$ cat config.mk
export PLATFORM = sky130hd
export DESIGN_NAME = game_sequencer
export DESIGN_NICKNAME = d
export VERILOG_FILES = /design/src/rtl/game_pkg.sv /design/src/rtl/game_jump_fsm.sv /design/src/rtl/game_sequencer.sv
export SDC_FILE = /design/constraint.sdc
export NUM_CORES = 1
export LEC_CHECK = 0
export BUFFER_PORTS_ARGS = -buffer_cell sky130_fd_sc_hd__buf_4
export CORE_UTILIZATION = 32
export CTS_BUF_LIST = sky130_fd_sc_hd__clkbuf_4
export CTS_CLUSTER_DIAMETER = 50
export CTS_CLUSTER_SIZE = 10
export DETAILED_ROUTE_END_ITERATION = 8
export PLACE_DENSITY = 0.55
export SLEW_MARGIN = 20
export SYNTH_ARGS = -nofsm -noshare
export SYNTH_HDL_FRONTEND = slang
export SYNTH_SLANG_ARGS = --single-unit
$ cat constraint.sdc
create_clock -name CLK_50M -period 2.3 [get_ports CLK_50M]
set_input_delay 0 -clock CLK_50M [delete_from_list [all_inputs] [get_ports CLK_50M]]
set_output_delay 0 -clock CLK_50M [all_outputs]
set_load 0.1 [all_outputs]
$ cat src/rtl/game_pkg.sv
// Shared types and constants for the runner-game sequencer.
package game_pkg;

  localparam int SCORE_W = 7;

  typedef enum logic [2:0] {
    IDLE      = 3'd0,
    PLAY      = 3'd1,
    HIT       = 3'd2,
    GAME_OVER = 3'd3,
    PAUSE     = 3'd4
  } state_t;

  typedef enum logic [1:0] {
    GROUND = 2'd0,
    RISE   = 2'd1,
    FALL   = 2'd2
  } jump_t;

endpackage

$ cat src/rtl/game_jump_fsm.sv
// Player jump controller: ground / rise / fall, one move strobe per frame tick.
module game_jump_fsm
  import game_pkg::*;
#(
  parameter int JUMP_FRAMES = 20
) (
  input  logic clk,
  input  logic rst_n,
  input  logic enable,
  input  logic tick,
  input  logic jump_rise,
  input  logic ply_floor,
  input  logic ply_apex,
  output logic ply_step,
  output logic ply_up
);

  localparam int CW = (JUMP_FRAMES > 1) ? $clog2(JUMP_FRAMES) : 1;

  jump_t          js;
  logic [CW-1:0]  cnt;

  // Reaching the apex ends the rise without a further upward step.
  always_ff @(posedge clk or negedge rst_n) begin
    if (!rst_n) begin
      js       <= GROUND;
      cnt      <= '0;
      ply_step <= 1'b0;
      ply_up   <= 1'b0;
    end else begin
      ply_step <= 1'b0;
      ply_up   <= 1'b0;
      if (!enable) begin
        js  <= GROUND;
        cnt <= '0;
      end else begin
        case (js)
          GROUND: begin
            if (jump_rise) begin
              js  <= RISE;
              cnt <= '0;
            end
          end
          RISE: begin
            if (tick) begin
              if (ply_apex) begin
                js <= FALL;
              end else begin
                ply_step <= 1'b1;
                ply_up   <= 1'b1;
                if (cnt == CW'(JUMP_FRAMES - 1)) js <= FALL;
                else cnt <= cnt + CW'(1);
              end
            end
          end
          FALL: begin
            if (tick) begin
              if (ply_floor) js <= GROUND;
              else ply_step <= 1'b1;
            end
          end
          default: js <= GROUND;
        endcase
      end
    end
  end

endmodule

$ cat src/rtl/game_sequencer.sv
// Runner-game controller: frame sequencing, game FSM, score and level.
// Optional pause input/state enabled by defining GAME_SEQ_PAUSE_EN.
module game_sequencer
  import game_pkg::*;
#(
  parameter int JUMP_FRAMES = 20,
  parameter int HIT_FRAMES  = 60,
  parameter int LEVEL_STEP  = 5,
  parameter int MAX_LEVEL   = 3,
  parameter int SCORE_MAX   = 99
) (
  input  logic               CLK_50M,
  input  logic               rst_n,
`ifdef GAME_SEQ_PAUSE_EN
  input  logic               pause,
`endif
  input  logic               start,
  input  logic               jump,
  input  logic               vsync,
  input  logic               collide,
  input  logic               obs_wrap,
  input  logic               ply_floor,
  input  logic               ply_apex,
  output logic               ply_step,
  output logic               ply_up,
  output logic               obs_step,
  output logic               obs_load,
  output logic [SCORE_W-1:0] score,
  output logic [1:0]         level,
  output logic               playing,
  output logic               flash,
  output logic               game_over
);

  localparam int HW = $clog2(HIT_FRAMES + 1);
  localparam int WW = $clog2(LEVEL_STEP + 1);

  state_t         state, state_nxt;
  logic           vsync_q, tick;
  logic           start_q, jump_q, wrap_q;
  logic           start_rise, jump_rise, wrap_rise, pause_rise;
  logic [HW-1:0]  hit_cnt, hit_nxt;
  logic [WW-1:0]  wrap_cnt, wrap_nxt;
  logic [1:0]     burst_left;

`ifdef GAME_SEQ_PAUSE_EN
  logic pause_q;
  always_ff @(posedge CLK_50M or negedge rst_n) begin
    if (!rst_n) pause_q <= 1'b0;
    else        pause_q <= pause;
  end
  assign pause_rise = pause & ~pause_q;
`else
  assign pause_rise = 1'b0;
`endif

  // Tick is registered so it lands one cycle after the vsync fall is seen.
  always_ff @(posedge CLK_50M or negedge rst_n) begin
    if (!rst_n) begin
      vsync_q <= 1'b0;
      tick    <= 1'b0;
      start_q <= 1'b0;
      jump_q  <= 1'b0;
      wrap_q  <= 1'b0;
    end else begin
      vsync_q <= vsync;
      tick    <= vsync_q & ~vsync;
      start_q <= start;
      jump_q  <= jump;
      wrap_q  <= obs_wrap;
    end
  end

  assign start_rise = start & ~start_q;
  assign jump_rise  = jump & ~jump_q;
  assign wrap_rise  = obs_wrap & ~wrap_q;
  assign hit_nxt    = hit_cnt + HW'(1);
  assign wrap_nxt   = wrap_cnt + WW'(1);

  always_comb begin
    state_nxt = state;
    case (state)
      IDLE, GAME_OVER: if (start_rise) state_nxt = PLAY;
      PLAY: begin
        if (collide)         state_nxt = HIT;
        else if (pause_rise) state_nxt = PAUSE;
      end
      HIT:   if (tick && hit_cnt == HW'(HIT_FRAMES - 1)) state_nxt = GAME_OVER;
      PAUSE: if (pause_rise) state_nxt = PLAY;
      default: state_nxt = IDLE;
    endcase
  end

  // Collision wins over a simultaneous wrap, so the fatal wrap never scores.
  always_ff @(posedge CLK_50M or negedge rst_n) begin
    if (!rst_n) begin
      state     <= IDLE;
      score     <= '0;
      level     <= '0;
      wrap_cnt  <= '0;
      hit_cnt   <= '0;
      obs_load  <= 1'b0;
      playing   <= 1'b0;
      flash     <= 1'b0;
      game_over <= 1'b0;
    end else begin
      state     <= state_nxt;
      obs_load  <= 1'b0;
      playing   <= (state_nxt == PLAY);
      game_over <= (state_nxt == GAME_OVER);
      case (state)
        IDLE, GAME_OVER: begin
          if (start_rise) begin
            score    <= '0;
            level    <= '0;
            wrap_cnt <= '0;
            obs_load <= 1'b1;
          end
        end
        PLAY: begin
          if (collide) begin
            hit_cnt <= '0;
            flash   <= 1'b0;
          end else if (wrap_rise) begin
            obs_load <= 1'b1;
            if (score != SCORE_W'(SCORE_MAX)) score <= score + SCORE_W'(1);
            if (wrap_nxt == WW'(LEVEL_STEP)) begin
              wrap_cnt <= '0;
              if (level != 2'(MAX_LEVEL)) level <= level + 2'd1;
            end else begin
              wrap_cnt <= wrap_nxt;
            end
          end
        end
        HIT: begin
          if (tick) begin
            hit_cnt <= hit_nxt;
            flash   <= (state_nxt == GAME_OVER) ? 1'b0 : hit_nxt[3];
          end
        end
        default: ;
      endcase
    end
  end

  // A burst that has started runs to completion regardless of state.
  always_ff @(posedge CLK_50M or negedge rst_n) begin
    if (!rst_n) begin
      obs_step   <= 1'b0;
      burst_left <= '0;
    end else if (state == PLAY && tick) begin
      obs_step   <= 1'b1;
      burst_left <= level;
    end else if (burst_left != 2'd0) begin
      obs_step   <= 1'b1;
      burst_left <= burst_left - 2'd1;
    end else begin
      obs_step   <= 1'b0;
    end
  end

  game_jump_fsm #(
    .JUMP_FRAMES(JUMP_FRAMES)
  ) u_jump (
    .clk       (CLK_50M),
    .rst_n     (rst_n),
    .enable    (state == PLAY || state == PAUSE),
    .tick      (tick && state == PLAY),
    .jump_rise (jump_rise && state == PLAY),
    .ply_floor (ply_floor),
    .ply_apex  (ply_apex),
    .ply_step  (ply_step),
    .ply_up    (ply_up)
  );

endmodule
==> run summary <==
Die Area = 0.00731 sq mm
Total Routing Usage GR = 0.132
clock root cell = clkbuf_4
I/O pin total = 25
clk slew on worst S/H paths = 0.13 ns
CP top delay family = flip-flops
fin crit share = 0.843
Final GP Congestion = 0.776
post-cts repair resize count = 0
Fin Clk Skew = 0.00704 ns
Mapped Avg Cell Area = 10.6 sq um
Critical path buffers and inverters = 0
status = finished clean
GRT overflow = 0
vias in the first global route = 1,600
unrepaired setup endpoints after global routing = no
Post-synth EDFFs = 0
Setup crit start kind = flip-flop
Synth Register Bits = 42
Seq/Total Area, Yosys = 0.471
Initial Util = 0.330
total power = 0.00238 W
Gate Count Post-Synth = 210
max_cap viols = 0
Gate power share = 0.437
PwrDens = 907 mW/mm^2
Static Leak = 1.20 nW
core area = 0.00676 sq mm
multi-input logic area = 0.00109 sq mm
Avg WL per Cell = 13.1 microns
max frequency = 516 MHz
clock tree buffer depth = 2
Worst slew margin = 0.581
Data arrival, critical path = 2.20 ns
first-pass iteration count of the detailed router = 6
register area = 0.00105 sq mm
H-Tree Depth = 2
Synth Net Count = 230
Int Power = 0.00131 W
Reg power frac = 0.409
Psw = 0.00107 W
fin. max-slew vios = 0
DP Wirelength = 2950 microns
Final Hold Viols = 0
Critical Path Fanout Max = 15
first-pass GRT wire length = 7600 microns
Vias = 1,648
Worst path slowest cell = dfrtp_1
Row Count = 30
DRT antenna net count = 0
Cell Chain, Critical Path = or3b_4, o21a_4, a221oi_4, mux2_4
Post-synth top flop = dfrtp_1
vias per cell = 5.04
max incr delay on CP = 0.56 ns
Post-synth ARST share = 1.00
largest net degree at the start of global routing = 43
critical path capture point type = flip-flop
CTS tree = done
1st-iter DRT viols = 54
count of port buffers added during placement = 24
min Tclk post-route = 1.94 ns
Clk Latency, worst-skew pair = 0.36 ns
post-synthesis cell type count = 52
power share of the clock group = 0.154
Sink Count = 42
antenna violations before repair = 0
drt drc = 0
P&R area growth vs syn = 17.5%
share of cells above drive strength 1 = 0.206
Final Setup Violations = 0
Fillers = 667
Die H = 85.5 microns
yosys warns = 0
Worst VDD drop = 0.000552 V
nets = 266
min-delay worst type = input port to async pin
Setup Fix Bufs, Post-CTS = 0
Num CTS Buffers = 5
critical path required time = 2.56 ns
ant diodes = 0
Chip Width = 85.5 microns
Slew @ Worst Pin = 0.623 ns
Final TNS setup = 0 ns
total wire length = 4280 microns
Setup CP Type = flip-flop to flip-flop
Net Sw Frac = 0.449
Post-Syn Area = 0.00223 sq mm
## path summary, 6_finish.rpt
| check | from | slack [ns] | end | depth (start not counted) |
|---|---|---|---|---|
| setup / recovery | state[1] | 0.36 | u_jump.js[1] | 4 |
| min in group CLK_50M | obs_wrap | 0.29 | wrap_q | 2 |
| hold reg to reg | vsync_q | 0.48 | tick | 1 |
| max in group asynchronous | rst_n | 1.78 | u_jump.cnt[2] | 2 |
| setup reg to reg | state[1] | 0.36 | u_jump.js[1] | 4 |
| hold / removal | rst_n | 0.15 | obs_step | 2 |
## worst reg2reg max path, cell delays in order (launching register included)
cell	delay [ns]
dfrtp_1	0.56
or3b_4	0.49
o21a_4	0.25
a221oi_4	0.23
mux2_4	0.32
## stage by stage
stage          worst slack (ns)  cells  cell area, sq um  hold WS, ns  utilization
4_1_cts                   0.351    327              2620        0.160        0.388
3_5_place_dp              0.375    311              2480       0.0302        0.368
5_1_grt                   0.203    327              2620        0.190        0.388
6_report                  0.361    327              2620        0.151        0.388
2_1_floorplan             0.242    210              2230       -0.296            -
3_3_place_gp              0.403    311              2480       0.0294        0.368
## synth_stat cells (2+ instances only)
cell	count	share of area
dfrtp_1	42	0.47
nand2_1	15	0.025
inv_1	12	0.020
nor2_1	12	0.020
ha_1	11	0.062
a21oi_1	10	0.022
nand3_1	10	0.022
xor2_1	10	0.039
nand4_1	8	0.022
o21ai_0	8	0.018
nor3_1	5	0.011
a31oi_1	4	0.011
and3_1	4	0.011
nor3b_1	4	0.013
and2_1	3	0.0084
buf_6	3	0.015
mux2i_1	3	0.013
nand2b_1	3	0.0084
o211ai_1	3	0.010
and4bb_2	2	0.011
buf_2	2	0.0045
nand3b_1	2	0.0067
nand4bb_1	2	0.010
nor2b_1	2	0.0056
or2_2	2	0.0056
xnor2_1	2	0.0079
## routing by layer
layer	up-vias	track usage	routed length, microns
met5	-	0	0
met4	0	0.0515	12
met3	2	0.0350	186
met2	34	0.195	1900
met1	785	0.184	2180
li1	827	-	-
## placed cells by master (no fill, tap or decap), drive strengths merged, types with 2 or more instances in the layout
cell,count
nand2,15
nor2,12
o21ai,10
a31oi,4
nand3,10
nand2b,3
a221oi,2
and3,4
and4bb,2
buf,27
mux2i,3
nand4,8
xor2,10
xnor2,2
nand3b,2
a21oi,10
inv,12
nor3b,5
dlygate4sd3,8
and2,3
nor2b,2
mux2,2
or2,2
nor3,6
clkbuf,5
a21o,2
clkinv,2
nand4bb,2
ha,11
o211ai,3
or3b,2
dfrtp,42
## cell type report
type | instances | share of cell area
clock buffer | 5 | 0.0143
inverter | 12 | 0.0172
timing repair buffer | 35 | 0.108
sequential | 42 | 0.401
clock inverter | 3 | 0.00621
tap | 80 | 0.0382
multi-input combinational | 150 | 0.415
## power by group through the flow
stage | sequential (W) | clock (W) | combinational, W
2_1_floorplan | 0.00125 | 0 | 0.000546
3_3_place_gp | 0.000982 | 0 | 0.00103
3_5_place_dp | 0.000985 | 0 | 0.00103
4_1_cts | 0.000973 | 0.000388 | 0.00105
5_1_grt | 0.000993 | 0.000420 | 0.00114
6_report | 0.000972 | 0.000366 | 0.00104
## cell families after synthesis
family	after synthesis	share of synthesized area
xor gates and xnor gates	12	0.0471
buffers and inverters	18	0.0415
adders and majority gates	11	0.0617
AOI/OAI and AO/OA	38	0.121
muxes	5	0.0253
DFF	42	0.471
and+or+nand+nor	84	0.232
## state kept, by name (all words and copies together), names as in the netlist, 2 cells and up
| register | flops |
|---|---|
| score | 7 |
| u_jump.js | 2 |
| state | 3 |
| u_jump.cnt | 5 |
| level | 2 |
| burst_left | 2 |
| wrap_cnt | 3 |
| hit_cnt | 6 |
## repair_timing
action,in CTS,in global routing
hold endpoints to repair,52,0
setup endpoints to repair,0,0
hold buffers,8,0
(Power assumes the default switching activity.)
